[src/rtl/sm83_dbg_uart_pkg.sv]
// Shared types and constants for the sm83 debug UART link layer.
package sm83_dbg_uart_pkg;

  typedef enum logic [1:0] {
    IDLE  = 2'd0,
    START = 2'd1,
    DATA  = 2'd2,
    STOP  = 2'd3
  } uart_state_t;

  localparam int DATA_BITS   = 8;
  localparam int SYNC_STAGES = 2;

endpackage

[src/rtl/sm83_dbg_uart_chk.sv]
// Parameter sanity and handshake invariants for sm83_dbg_uart.
module sm83_dbg_uart_chk #(
  parameter int CLKS_PER_BIT = 16,
  parameter int RX_DEPTH     = 4
) (
  input logic       clk,
  input logic       reset,
  input logic [7:0] data_rx,
  input logic       data_rx_valid,
  input logic       rx_overrun,
  input logic       rx_frame_err
);

  a_clks_per_bit: assert property (@(posedge clk) CLKS_PER_BIT >= 4);

  a_rx_depth: assert property (@(posedge clk)
    (RX_DEPTH >= 2) && ((RX_DEPTH & (RX_DEPTH - 1)) == 0));

  a_pulse_excl: assert property (@(posedge clk) disable iff (reset)
    !(rx_overrun && rx_frame_err));

  a_rx_hold: assert property (@(posedge clk) disable iff (reset)
    (data_rx_valid && $past(data_rx_valid)) |-> $stable(data_rx));

endmodule

[src/rtl/sm83_dbg_uart_fifo.sv]
// Small show-ahead FIFO buffering received bytes until the debug interface takes them.
module sm83_dbg_uart_fifo #(
  parameter int WIDTH = 8,
  parameter int DEPTH = 4
) (
  input  logic             clk,
  input  logic             reset,
  input  logic             wr_en,
  input  logic [WIDTH-1:0] wr_data,
  input  logic             rd_en,
  output logic [WIDTH-1:0] rd_data,
  output logic             empty,
  output logic             full
);

  localparam int AW = (DEPTH > 1) ? $clog2(DEPTH) : 1;
  localparam logic [AW:0]   CNT_FULL = (AW+1)'(DEPTH);
  localparam logic [AW:0]   CNT_ZERO = {(AW+1){1'b0}};
  localparam logic [AW:0]   CNT_ONE  = (AW+1)'(1);
  localparam logic [AW-1:0] PTR_ZERO = {AW{1'b0}};
  localparam logic [AW-1:0] PTR_ONE  = AW'(1);

  logic [WIDTH-1:0] mem_r [DEPTH];
  logic [AW-1:0]    wr_ptr_r;
  logic [AW-1:0]    rd_ptr_r;
  logic [AW:0]      count_r;
  logic             do_wr_s;
  logic             do_rd_s;

  // Full is judged on the count before any pop in the same cycle.
  assign empty   = (count_r == CNT_ZERO);
  assign full    = (count_r == CNT_FULL);
  assign do_wr_s = wr_en && !full;
  assign do_rd_s = rd_en && !empty;
  assign rd_data = mem_r[rd_ptr_r];

  // Storage, pointers and occupancy.
  always_ff @(posedge clk) begin
    if (reset) begin
      for (int i = 0; i < DEPTH; i++) begin
        mem_r[i] <= {WIDTH{1'b0}};
      end
      wr_ptr_r <= PTR_ZERO;
      rd_ptr_r <= PTR_ZERO;
      count_r  <= CNT_ZERO;
    end else begin
      if (do_wr_s) begin
        mem_r[wr_ptr_r] <= wr_data;
        wr_ptr_r        <= wr_ptr_r + PTR_ONE;
      end
      if (do_rd_s) begin
        rd_ptr_r <= rd_ptr_r + PTR_ONE;
      end
      case ({do_wr_s, do_rd_s})
        2'b10:   count_r <= count_r + CNT_ONE;
        2'b01:   count_r <= count_r - CNT_ONE;
        default: count_r <= count_r;
      endcase
    end
  end

endmodule

[src/rtl/sm83_dbg_uart.sv]
// 8N1 serial link for the sm83 debug interface: UART RX into a toggle-handshake
// offer port via a small FIFO, and a toggle-handshake request port out to UART TX.
module sm83_dbg_uart
  import sm83_dbg_uart_pkg::*;
#(
  parameter int CLKS_PER_BIT = 16,
  parameter int RX_DEPTH     = 4
) (
  input  logic       clk,
  input  logic       reset,
  input  logic       uart_rx,
  output logic       uart_tx,
  output logic [7:0] data_rx,
  output logic       data_rx_valid,
  output logic       data_rx_seq,
  input  logic       data_rx_ack,
  input  logic [7:0] data_tx,
  input  logic       data_tx_seq,
  output logic       data_tx_ack,
  output logic       rx_overrun,
  output logic       rx_frame_err
);

  localparam int CW = (CLKS_PER_BIT > 2) ? $clog2(CLKS_PER_BIT) : 2;
  localparam int BW = $clog2(DATA_BITS);
  localparam logic [CW-1:0] FULL_M1  = CW'(CLKS_PER_BIT - 1);
  localparam logic [CW-1:0] HALF_M1  = CW'(CLKS_PER_BIT / 2 - 1);
  localparam logic [CW-1:0] CNT_ZERO = {CW{1'b0}};
  localparam logic [CW-1:0] CNT_ONE  = CW'(1);
  localparam logic [BW-1:0] BIT_ZERO = {BW{1'b0}};
  localparam logic [BW-1:0] BIT_ONE  = BW'(1);
  localparam logic [BW-1:0] LAST_BIT = BW'(DATA_BITS - 1);

  logic [SYNC_STAGES-1:0] rx_sync_r;
  logic                   rx_s;
  uart_state_t            rx_state_r;
  logic [CW-1:0]          rx_cnt_r;
  logic [BW-1:0]          rx_bit_r;
  logic [DATA_BITS-1:0]   rx_shift_r;
  logic                   rx_overrun_r;
  logic                   rx_frame_err_r;
  logic                   stop_hit_s;

  logic                   fifo_wr_s;
  logic                   fifo_rd_s;
  logic                   fifo_empty_s;
  logic                   fifo_full_s;
  logic [DATA_BITS-1:0]   fifo_rd_data_s;

  logic [DATA_BITS-1:0]   data_rx_r;
  logic                   data_rx_seq_r;
  logic                   pending_s;

  uart_state_t            tx_state_r;
  logic [CW-1:0]          tx_cnt_r;
  logic [BW-1:0]          tx_bit_r;
  logic [DATA_BITS-1:0]   tx_shift_r;
  logic                   tx_seq_r;
  logic                   uart_tx_r;
  logic                   data_tx_ack_r;

  assign rx_s       = rx_sync_r[SYNC_STAGES-1];
  assign stop_hit_s = (rx_state_r == STOP) && (rx_cnt_r == CNT_ZERO);
  assign fifo_wr_s  = stop_hit_s && rx_s && !fifo_full_s;
  assign pending_s  = (data_rx_seq_r != data_rx_ack);
  assign fifo_rd_s  = !pending_s && !fifo_empty_s;

  assign uart_tx       = uart_tx_r;
  assign data_rx       = data_rx_r;
  assign data_rx_valid = pending_s;
  assign data_rx_seq   = data_rx_seq_r;
  assign data_tx_ack   = data_tx_ack_r;
  assign rx_overrun    = rx_overrun_r;
  assign rx_frame_err  = rx_frame_err_r;

  sm83_dbg_uart_fifo #(
    .WIDTH (DATA_BITS),
    .DEPTH (RX_DEPTH)
  ) u_rx_fifo (
    .clk     (clk),
    .reset   (reset),
    .wr_en   (fifo_wr_s),
    .wr_data (rx_shift_r),
    .rd_en   (fifo_rd_s),
    .rd_data (fifo_rd_data_s),
    .empty   (fifo_empty_s),
    .full    (fifo_full_s)
  );

  sm83_dbg_uart_chk #(
    .CLKS_PER_BIT (CLKS_PER_BIT),
    .RX_DEPTH     (RX_DEPTH)
  ) u_chk (
    .clk           (clk),
    .reset         (reset),
    .data_rx       (data_rx),
    .data_rx_valid (data_rx_valid),
    .rx_overrun    (rx_overrun),
    .rx_frame_err  (rx_frame_err)
  );

  // Input synchroniser and RX deserialiser; start is re-checked mid-bit to reject glitches.
  always_ff @(posedge clk) begin
    if (reset) begin
      rx_sync_r      <= {SYNC_STAGES{1'b1}};
      rx_state_r     <= IDLE;
      rx_cnt_r       <= CNT_ZERO;
      rx_bit_r       <= BIT_ZERO;
      rx_shift_r     <= {DATA_BITS{1'b0}};
      rx_overrun_r   <= 1'b0;
      rx_frame_err_r <= 1'b0;
    end else begin
      rx_sync_r      <= {rx_sync_r[SYNC_STAGES-2:0], uart_rx};
      rx_overrun_r   <= 1'b0;
      rx_frame_err_r <= 1'b0;
      case (rx_state_r)
        IDLE: begin
          if (!rx_s) begin
            rx_state_r <= START;
            rx_cnt_r   <= HALF_M1;
          end
        end
        START: begin
          if (rx_cnt_r != CNT_ZERO) begin
            rx_cnt_r <= rx_cnt_r - CNT_ONE;
          end else if (rx_s) begin
            rx_state_r <= IDLE;
          end else begin
            rx_state_r <= DATA;
            rx_cnt_r   <= FULL_M1;
            rx_bit_r   <= BIT_ZERO;
          end
        end
        DATA: begin
          if (rx_cnt_r != CNT_ZERO) begin
            rx_cnt_r <= rx_cnt_r - CNT_ONE;
          end else begin
            rx_shift_r <= {rx_s, rx_shift_r[DATA_BITS-1:1]};
            rx_cnt_r   <= FULL_M1;
            if (rx_bit_r == LAST_BIT) begin
              rx_state_r <= STOP;
            end else begin
              rx_bit_r <= rx_bit_r + BIT_ONE;
            end
          end
        end
        STOP: begin
          if (rx_cnt_r != CNT_ZERO) begin
            rx_cnt_r <= rx_cnt_r - CNT_ONE;
          end else begin
            rx_state_r     <= IDLE;
            rx_overrun_r   <= rx_s && fifo_full_s;
            rx_frame_err_r <= !rx_s;
          end
        end
        default: rx_state_r <= IDLE;
      endcase
    end
  end

  // Offer the FIFO head to the debug interface once the previous byte is acknowledged.
  always_ff @(posedge clk) begin
    if (reset) begin
      data_rx_r     <= {DATA_BITS{1'b0}};
      data_rx_seq_r <= 1'b0;
    end else if (fifo_rd_s) begin
      data_rx_r     <= fifo_rd_data_s;
      data_rx_seq_r <= !data_rx_seq_r;
    end
  end

  // TX serialiser; request inputs are only looked at while idle.
  always_ff @(posedge clk) begin
    if (reset) begin
      tx_state_r    <= IDLE;
      tx_cnt_r      <= CNT_ZERO;
      tx_bit_r      <= BIT_ZERO;
      tx_shift_r    <= {DATA_BITS{1'b0}};
      tx_seq_r      <= 1'b0;
      uart_tx_r     <= 1'b1;
      data_tx_ack_r <= 1'b0;
    end else begin
      case (tx_state_r)
        IDLE: begin
          if (data_tx_seq != data_tx_ack_r) begin
            tx_shift_r <= data_tx;
            tx_seq_r   <= data_tx_seq;
            uart_tx_r  <= 1'b0;
            tx_cnt_r   <= FULL_M1;
            tx_state_r <= START;
          end
        end
        START: begin
          if (tx_cnt_r != CNT_ZERO) begin
            tx_cnt_r <= tx_cnt_r - CNT_ONE;
          end else begin
            uart_tx_r  <= tx_shift_r[0];
            tx_shift_r <= {1'b0, tx_shift_r[DATA_BITS-1:1]};
            tx_cnt_r   <= FULL_M1;
            tx_bit_r   <= BIT_ZERO;
            tx_state_r <= DATA;
          end
        end
        DATA: begin
          if (tx_cnt_r != CNT_ZERO) begin
            tx_cnt_r <= tx_cnt_r - CNT_ONE;
          end else begin
            tx_cnt_r <= FULL_M1;
            if (tx_bit_r == LAST_BIT) begin
              uart_tx_r  <= 1'b1;
              tx_state_r <= STOP;
            end else begin
              uart_tx_r  <= tx_shift_r[0];
              tx_shift_r <= {1'b0, tx_shift_r[DATA_BITS-1:1]};
              tx_bit_r   <= tx_bit_r + BIT_ONE;
            end
          end
        end
        STOP: begin
          if (tx_cnt_r != CNT_ZERO) begin
            tx_cnt_r <= tx_cnt_r - CNT_ONE;
          end else begin
            data_tx_ack_r <= tx_seq_r;
            tx_state_r    <= IDLE;
          end
        end
        default: tx_state_r <= IDLE;
      endcase
    end
  end

endmodule

[config.mk]
export PLATFORM = sky130hd
export DESIGN_NAME = sm83_dbg_uart
export DESIGN_NICKNAME = d
export VERILOG_FILES = /design/src/rtl/sm83_dbg_uart_pkg.sv /design/src/rtl/sm83_dbg_uart_chk.sv /design/src/rtl/sm83_dbg_uart_fifo.sv /design/src/rtl/sm83_dbg_uart.sv
export SDC_FILE = /design/constraint.sdc
export NUM_CORES = 1
export LEC_CHECK = 0
export CORE_MARGIN = 2
export CORE_UTILIZATION = 45
export CTS_CLUSTER_DIAMETER = 120
export DETAILED_ROUTE_END_ITERATION = 6
export PLACE_DENSITY = 0.7
export SYNTH_ARGS = -nofsm -noshare
export SYNTH_HDL_FRONTEND = slang
export SYNTH_SLANG_ARGS = --single-unit
export TNS_END_PERCENT = 20
[constraint.sdc]
create_clock -name clk -period 2.8 [get_ports clk]
set_clock_uncertainty 0.2 [all_clocks]
set_input_delay 0.28 -clock clk [delete_from_list [all_inputs] [get_ports clk]]
set_output_delay 0.28 -clock clk [all_outputs]
set_load 0.01 [all_outputs]
==> reports/qor.yml <==
status: "completed"
worstPathArrival_ns: 2.75
fill_cells: 820
rows: 35
place_area_um2: 4670
async_flop_share_pct: 0
num_antenna_cells: 0
synth_mux_area_share_pct: 6.32
cts_buffers: 9
hold_path_class: "in -> reg"
ys_ff_latch: 89
cts_buffer_depth: 2
drive_above_1_share_pct: 13.3
path_clk_slew_ns: 0.10
power_mw: 3.51
leakagePower_nw: 1.75
synth_top_area_cell: "dfxtp_1"
cts_setup_buffers: 0
grt_pass1_vias: 2881
syn_area_um2: 4280
multi_input_area_um2: 2020
syn_nets: 438
drv_slew: 0
vias: 3049
cts_hold_buf: 0
seq_area_um2: 2100
final_util_pct: 52.8
setup_viol: 0
synth_xor_area_share_pct: 1.64
tns_ns: 0
final.period_utilization_pct: 95.0
timing.slew.headroom_pct: 57.8
synth_edf_count: 32
period_minus_slack_ns: 2.66
max_slew.worst_pin.slew_ns: 0.632
worstSetupStartpointType: "register"
cts_tree: "built"
worst_slack_ns: 0.139
synth.area.top_cells: "dfxtp_1 27%, edfxtp_1 22%, a21oi_1 5.3%, and2_1 5.3%, ha_1 5.0%"
crit_fanout: 5
place_congestion: 0.822
port_buffers: 26
pre_cts_slack_ns: 0.0972
syn_to_final_growth_pct: 14.2
crit_type: "reg -> reg"
synth_compound_area_share_pct: 14.3
core_um2: 9240
first_iter_violations: 119
htreeDepth: 3
ys_seq_area_share_pct: 49.2
end_kind: "register"
rsz0062_at_grt: "no"
p_per_area_nw_per_um2: 719
routed_wl_mm: 7.94
drc_errors: 0
grt_overflow_total: 0
synth_top_family_by_area: "simple AND/OR/NAND/NOR gates"
post_drt_wl_per_cell_um: 13.9
ioPinCount: 27
synthAdderAreaFrac_pct: 5.44
grt_max_degree: 29
synthCells: 407
dp_hpwl_mm: 5.49
final_common_cell: "dfxtp_1"
ant_nets: 0
fmax_mhz: 376
crit_required_ns: 2.89
maxCapViolations: 0
max-vdd-ir-drop_mv: 0.276
synth_top_cell_area_share_pct: 26.7
antenna_found_initial: 0
layout_common_cells: "57 x dfxtp_1, 44 x a21oi_1, 42 x nand2_1"
hold_viol_final: 0
finish.instance_area_um2: 4880
dieWidth_um: 101
synth_flop_cell: "dfxtp_1"
yosys_warnings: 0
grt_usage_pct: 16.3
die_h_um: 101
clock_latency_ns: 0.36
synthSimpleGateAreaFrac_pct: 19.5
root_buffer: "clkbuf_8"
layout.nets: 469
dieArea_um2: 10300
start_util_pct: 46.3
firstDrtPassIters: 4
grt_pass1_wl_mm: 13.3
yosys.cell_types.count: 64
avgSynthCellArea_um2: 10.5
cts_sinks: 89
avgViaCountPerCell: 5.33
==> synth_stat cells (2+ instances only) <==
master,instances
o32ai_1,2
xnor2_1,4
nor3_2,2
nand2_1,42
or3_1,3
buf_2,2
nor2b_1,4
clkbuf_1,10
a311oi_1,6
o21ai_0,9
a22oi_1,2
edfxtp_1,32
dfxtp_1,57
nor3b_2,2
nor2_1,26
o31a_1,2
and2_1,36
nor4b_1,2
mux2i_1,9
or3b_2,3
nand3_1,5
nor3_1,4
a21oi_1,45
nand4_1,6
xor2_1,4
mux4_2,8
nor3b_1,4
nand2b_1,3
ha_1,17
or2_2,5
a211oi_1,3
inv_1,15
a2bb2oi_1,2
==> sequential cells by signal, indices dropped and copies added, names as in the netlist, 2 cells and up, named ones only <==
| signal | flops |
|---|---|
| rx_sync_r | 2 |
| rx_shift_r | 8 |
| tx_cnt_r | 4 |
| data_rx | 8 |
| rx_bit_r | 3 |
| u_rx_fifo.mem_r | 32 |
| u_rx_fifo.rd_ptr_r | 2 |
| rx_cnt_r | 4 |
| u_rx_fifo.wr_ptr_r | 2 |
| tx_shift_r | 8 |
| u_rx_fifo.count_r | 3 |
| tx_state_r | 2 |
| tx_bit_r | 3 |
==> critical path: stages, from the launching register on <==
cell	delay, ns
dfxtp_1	0.35
or3b_2	0.53
and3_1	0.23
inv_1	0.06
ha_1	0.17
inv_1	0.07
fa_1	0.38
xor2_1	0.15
or3_1	0.31
a21oi_1	0.13
==> per-stage QoR <==
stage,hold slack (ns),instances
after floorplan,0.176,407
after global placement,0.200,556
after detailed placement,0.202,556
after CTS,0.0924,572
after global routing,0.112,572
final,0.108,572
==> power breakdown <==
| group | switching, mW | internal, mW |
|---|---|---|
| clock | 0.506 | 0.429 |
| sequential | 0.0986 | 1.46 |
| combinational | 0.558 | 0.453 |
| total | 1.16 | 2.34 |
==> cell families (layout without fill, tap and decap cells) <==
family | count (synthesis) | after routing
adders and majority gates | 18 | 18
buffers and inverters | 32 | 68
xor gates and xnor gates | 8 | 8
muxes | 17 | 17
DFF | 89 | 89
AOI/OAI and AO/OA | 90 | 90
and+or+nand+nor | 153 | 153
==> per-layer routing <==
layer	up-vias	share of wire, %	GRT usage, %
met5	-	0	0
met4	0	1.4	5.41
met3	13	3.3	3.80
met2	47	47	26.6
met1	1469	48	21.6
li1	1520	-	-
==> layout make-up <==
class	count	share of cell area (%)
well taps	129	3.31
inverters	16	1.23
repair buffers	36	6.77
multi-input cells	286	41.4
clock inverters	7	1.69
flip-flops and latches	89	43.1
clock buffers	9	2.54
==> final timing paths <==
path	to	depth (start not counted)	startpoint	slack [ns]
hold / removal	rx_frame_err	3	reset	0.11
setup reg to reg	u_rx_fifo.count_r[2]	9	u_rx_fifo.count_r[0]	0.14
hold reg to reg	rx_sync_r[1]	1	rx_sync_r[0]	0.22
setup / recovery	u_rx_fifo.count_r[2]	9	u_rx_fifo.count_r[0]	0.14
==> repair_timing <==
item,4_1_cts,5_1_grt
setup endpoints to repair,0,8
endpoints found under the hold margin,0,0
resized for setup,0,1
No activity file was read; power rests on OpenSTA's default activity.
==> edit 1: new RTL, same flow settings <==
Put one more register stage on the output `rx_frame_err`, with the module's reset. The value now appears one clock later. The other outputs are not delayed to match.
--- a/src/rtl/sm83_dbg_uart.sv
+++ b/src/rtl/sm83_dbg_uart.sv
@@ -31,6 +31,8 @@
   localparam logic [BW-1:0] BIT_ONE  = BW'(1);
   localparam logic [BW-1:0] LAST_BIT = BW'(DATA_BITS - 1);
 
+  logic rx_frame_err_d;
+
   logic [SYNC_STAGES-1:0] rx_sync_r;
   logic                   rx_s;
   uart_state_t            rx_state_r;
@@ -71,7 +73,7 @@
   assign data_rx_seq   = data_rx_seq_r;
   assign data_tx_ack   = data_tx_ack_r;
   assign rx_overrun    = rx_overrun_r;
-  assign rx_frame_err  = rx_frame_err_r;
+  assign rx_frame_err_d = rx_frame_err_r;
 
   sm83_dbg_uart_fifo #(
     .WIDTH (DATA_BITS),
@@ -96,7 +98,7 @@
     .data_rx       (data_rx),
     .data_rx_valid (data_rx_valid),
     .rx_overrun    (rx_overrun),
-    .rx_frame_err  (rx_frame_err)
+    .rx_frame_err  (rx_frame_err_d)
   );
 
   // Input synchroniser and RX deserialiser; start is re-checked mid-bit to reject glitches.
@@ -229,5 +231,13 @@
     end
   end
 
+  always_ff @(posedge clk) begin
+    if (reset) begin
+      rx_frame_err <= '0;
+    end else begin
+      rx_frame_err <= rx_frame_err_d;
+    end
+  end
+
 endmodule
 
Behaviour: no difference found for any inputs over 10 cycles, from zero or initial values and one cycle with reset high; that may be too few to reach the edited logic, so the function may still have changed.
==> edit 1 against the unedited design <==
- power fell by 2.9%
- routed wire length fell by 1.3%
- cell area rose by 0.51%
- worst hold slack got worse by 0.024 ns
- sequential cell count rose by 1
- synthesized area rose by 0.79%
- die area rose by 0.76%
- worst setup slack got worse by 0.021 ns
- largest power group unchanged
==> edit 1: results (changes against the unedited design) <==
[placed_design]
gp_congestion=0.794  ; -3.4%
dpl.cell_count=562  ; +1.1%
dp_hpwl_mm=5.49  ; +0.10%

[detailed_routing]
viasPerCell=5.22  ; -2.1%
initialDrtViolationCount=137  ; +15%
wl_per_cell_um=13.5  ; -2.3%

[grt]
antenna_found_initial=0  ; unchanged
grt_pass1_wl_mm=13.5  ; +1.7%
grt_max_degree=56  ; +93%
grt_use_met3_pct=3.69  ; -0.10 points
grt_pass1_vias=2967  ; +3.0%
grt_use_total_pct=16.5  ; +0.17 points
grt_util_met1_pct=20.6  ; -1.0 points
use_met2_pct=28.7  ; +2.1 points

[worst_setup_path]
worstReg2RegStart=u_rx_fifo.count_r[0]$_SDFFE_PP0P_
crit_fanout=5  ; unchanged
arrival_ns=2.76  ; about the same
ff2ff_setup_slack_ns=0.12  ; -0.02 ns

[pwr]
p_leak_nw=1.77  ; +1.4%
clockPowerShare_pct=24.8  ; -1.9 points
vdd.ir_drop.worst_uv=320  ; +16%
switching_share_pct=33.8  ; +0.63 points

[clocking]
insertion_delay_ns=0.35

[final_layout]
top_register=u_rx_fifo.mem_r
final_cells=578  ; +1.0%
drive_gt1_share_pct=11.6  ; -1.7 points
fin_nets=476  ; +1.5%
nFillCells=858  ; +4.6%

[synth]
yosysSeqAreaShare_pct=49.2  ; +0.079 points
synth_area_leaders=dfxtp_1 (27%), edfxtp_1 (22%), and2_1 (5.2%), ha_1 (5.2%), a21oi_1 (5.1%)
synthArstFlopShare_pct=0  ; unchanged
synthDistinctLibCells=61  ; -4.7%
synth.net_count=446  ; +1.8%
synthTopCellsByCount=dfxtp_1 (58), a21oi_1 (44), nand2_1 (41)
post_synth.cell_area_avg_um2=10.4  ; -0.91%

[sta]
finalSetupViolations=0  ; unchanged
worst_pin_slew_ns=0.632  ; +0.000448 ns

[status]
status=finished, final reports clean

[worst_hold_path]
min_to=rx_frame_err_d$_SDFF_PP0_

## edit 1: cell count changes in the layout (fill, tap and decap cells not counted), moves of 2 or more
cell / unedited run / this run
nand4_1: 6 / 1
nand2b_1: 3 / 7
nor2_1: 26 / 30
nor3_1: 4 / 8
buf_4: 10 / 8
clkinv_4: 0 / 2
clkinvlp_4: 2 / 0
inv_1: 15 / 17
nand3_1: 5 / 7
o21ai_0: 9 / 11
or3b_1: 0 / 2
or3b_2: 3 / 1
## edit 1: per-layer routing
layer  vias to the layer above  wire, µm
li1                       1541         -
met3                         2       216
met1                      1425      3780
met5                         -         0
met2                        49      3790
met4                         0        46
## edit 1: stage by stage
step / instance area [µm²] / total power (W) / hold WS, ns / setup WS (ns)
final: 4910 / 0.00341 / 0.0835 / 0.118
after global routing: 4910 / 0.00362 / 0.115 / 0.00388
after CTS: 4900 / 0.00343 / 0.0629 / 0.0948
after detailed placement: 4710 / 0.00258 / 0.210 / 0.128
after global placement: 4710 / 0.00254 / 0.209 / 0.196
after floorplan: 4310 / 0.00239 / 0.176 / 0.291
## edit 1: cell type report
type | count | area share (%)
clock buffer | 9 | 2.52
tap | 129 | 3.29
timing repair buffer | 34 | 6.43
sequential | 90 | 43.3
multi-input combinational | 291 | 41.6
clock inverter | 7 | 1.45
inverter | 18 | 1.38
## edit 1: kinds of logic (layout without fill, tap and decap cells)
kind of cell             after synthesis  count (layout)  share of synthesized area, %
XOR/XNOR                               8               8                          1.63
AO/OA/AOI/OAI                         89              89                          14.0
AND/OR/NAND/NOR                      157             157                          19.6
buffers and inverters                 33              68                          3.34
flip-flops                            90              90                          49.2
adder cells (fa/ha/maj)               19              19                          5.69
multiplexers                          18              18                          6.50
## edit 1: worst max path at each step
stage | from | end | slack [ns] | cells after the start
after floorplan | rx_cnt_r[0]$_SDFFE_PP0P_ | u_rx_fifo.count_r[2]$_SDFFE_PP0P_ | 0.29 | 11
after global placement | data_rx_ack | u_rx_fifo.count_r[2]$_SDFFE_PP0P_ | 0.20 | 10
after detailed placement | data_rx_ack | u_rx_fifo.count_r[2]$_SDFFE_PP0P_ | 0.13 | 10
after CTS | rx_cnt_r[0]$_SDFFE_PP0P_ | u_rx_fifo.count_r[2]$_SDFFE_PP0P_ | 0.09 | 11
after global routing | u_rx_fifo.count_r[0]$_SDFFE_PP0P_ | u_rx_fifo.count_r[2]$_SDFFE_PP0P_ | 0.004 | 9
final | u_rx_fifo.count_r[0]$_SDFFE_PP0P_ | u_rx_fifo.count_r[2]$_SDFFE_PP0P_ | 0.12 | 9
## edit 1: critical path, stage by stage (launching register included)
cell and delay [ns]:
dfxtp_1 0.35, or3b_2 0.53, and3_1 0.23, inv_1 0.07, ha_1 0.18, inv_1 0.07, fa_1 0.38, xor2_1 0.16
or3_1 0.30, a21oi_1 0.14
==> edit 2: new RTL, config.mk and constraints unchanged <==
Without the edit above. `RX_DEPTH` is set to 4 in 2 places; all go to 8.
--- a/src/rtl/sm83_dbg_uart_chk.sv
+++ b/src/rtl/sm83_dbg_uart_chk.sv
@@ -1,7 +1,7 @@
 // Parameter sanity and handshake invariants for sm83_dbg_uart.
 module sm83_dbg_uart_chk #(
   parameter int CLKS_PER_BIT = 16,
-  parameter int RX_DEPTH     = 4
+  parameter int RX_DEPTH     = 8
 ) (
   input logic       clk,
   input logic       reset,
--- a/src/rtl/sm83_dbg_uart.sv
+++ b/src/rtl/sm83_dbg_uart.sv
@@ -4,7 +4,7 @@
   import sm83_dbg_uart_pkg::*;
 #(
   parameter int CLKS_PER_BIT = 16,
-  parameter int RX_DEPTH     = 4
+  parameter int RX_DEPTH     = 8
 ) (
   input  logic       clk,
   input  logic       reset,
Formal check against the unedited RTL: same outputs for any inputs over 10 cycles, from zero or initial values and one cycle with reset high; that may be too few to reach the edited logic, so the function may still have changed.
==> edit 2 against the unedited design <==
- worst setup slack worse by 0.062 ns
- highest routed layer unchanged
- cell area up 45%
- power grew 58%
- sequential cell count is 35 higher
- synthesized area is 38% higher
- cell count rose by 30%
- global-route usage increased by 2.3 points
- routed wire length up 53%
==> edit 2: results (changes against the unedited design) <==
[placed_design]
dpl.cell_count=710  ; +28%
gp_congestion=0.828  ; +0.73%
placed_cell_area_mm2=0.00644  ; +38%
dp_hpwl_mm=8.49  ; +55%

[final_layout]
drive_gt1_share_pct=17.5  ; +4.2 points
fin_nets=592  ; +26%
largest_register_ff_count=64  ; +100%

[clocking]
h-tree-depth=4  ; +1
cts_buffers=17  ; +8

[synth]
synth.net_count=550  ; +26%
synthDistinctLibCells=59  ; -7.8%
yosysSeqAreaShare_pct=53.0  ; +3.8 points
synth_edf_count=64  ; +100%
synthTopCellsByCount=and2_1 (68), edfxtp_1 (64), dfxtp_1 (60)
post_synth.cell_area_avg_um2=11.4  ; +8.9%

[detailed_routing]
initialDrtViolationCount=217  ; +82%
viasPerCell=5.39  ; +1.2%

[worst_hold_path]
holdPathStages=2  ; -1
min_to=u_rx_fifo.count_r[1]$_SDFFE_PP0P_

[pwr]
internal_power_w=0.00402  ; +71%
total_power_w=0.00554  ; +58%
p_leak_nw=2.60  ; +49%
seq_power_share_pct=39.1  ; -5.4 points
pg_clk_w=0.00226  ; +140%

[grt]
grt_max_degree=31  ; +6.9%
grt_use_total_pct=18.6  ; +2.3 points
grt_pass1_vias=3975  ; +38%
grt_pass1_wl_mm=20.3  ; +53%

[worst_setup_path]
ff2ff_setup_slack_ns=0.08  ; -0.06 ns
crit_fanout=7  ; +2

[status]
status=finished, final reports clean

==> edit 2: cell count changes after synthesis, sizes merged, moves of 10 or more <==
cell,unedited run,this run
a21oi,47,36
and2,36,68
mux2i,9,20
a211oi,3,19
nor2,26,36
edfxtp,32,64
==> edit 2: worst max-delay path, stage by stage (launching register included) <==
cell and delay [ns]:
dfxtp_1 0.38, or4_1 0.56, and2_2 0.27, ha_4 0.19
xor2_1 0.14, ha_1 0.18, a21oi_1 0.14, xor2_1 0.12
or3_1 0.34, a21oi_1 0.14
==> edit 2: cell families (layout without fill, tap and decap cells) <==
logic type,count (synthesis),count (layout),synth area share [%]
buf+inv,39,94,2.68
compound gates,89,89,9.75
fa+ha+maj,22,22,4.67
mux,39,39,10.1
xor+xnor,9,9,1.34
flops,124,124,53.0
simple gates,193,193,18.5
==> edit 2: timing repair <==
action                                 CTS  global route
endpoints found under the hold margin    0             0
pin swaps                                0             1
gates resized for setup                  1            11
setup endpoints to repair                1            18
==> edit 2: area by class of cell <==
cell class / count / area share [%]
multi-input combinational: 352 / 37.6
clock inverter: 13 / 2.45
clock buffer: 19 / 6.10
timing repair buffer: 49 / 6.03
inverter: 13 / 0.688
sequential: 124 / 44.0
tap: 172 / 3.03
==> edit 2: routing by layer <==
metal  wire [µm]  part of all wire, %  GRT usage, %
met1        5550                   46          23.9
met2        5920                   49          30.3
met3         464                  3.8          4.30
met4         240                  2.0          8.11
met5           0                    0             0
==> edit 2: through the flow <==
stage	worst slack [ns]	hold WS (ns)	util (%)
after CTS	0.0149	0.0327	55.4
after floorplan	-0.160	0.176	-
final	0.0769	0.0340	55.8
after detailed placement	-0.0283	0.204	50.6
after global placement	0.0846	0.195	50.6
after global routing	-0.0552	0.0692	55.8
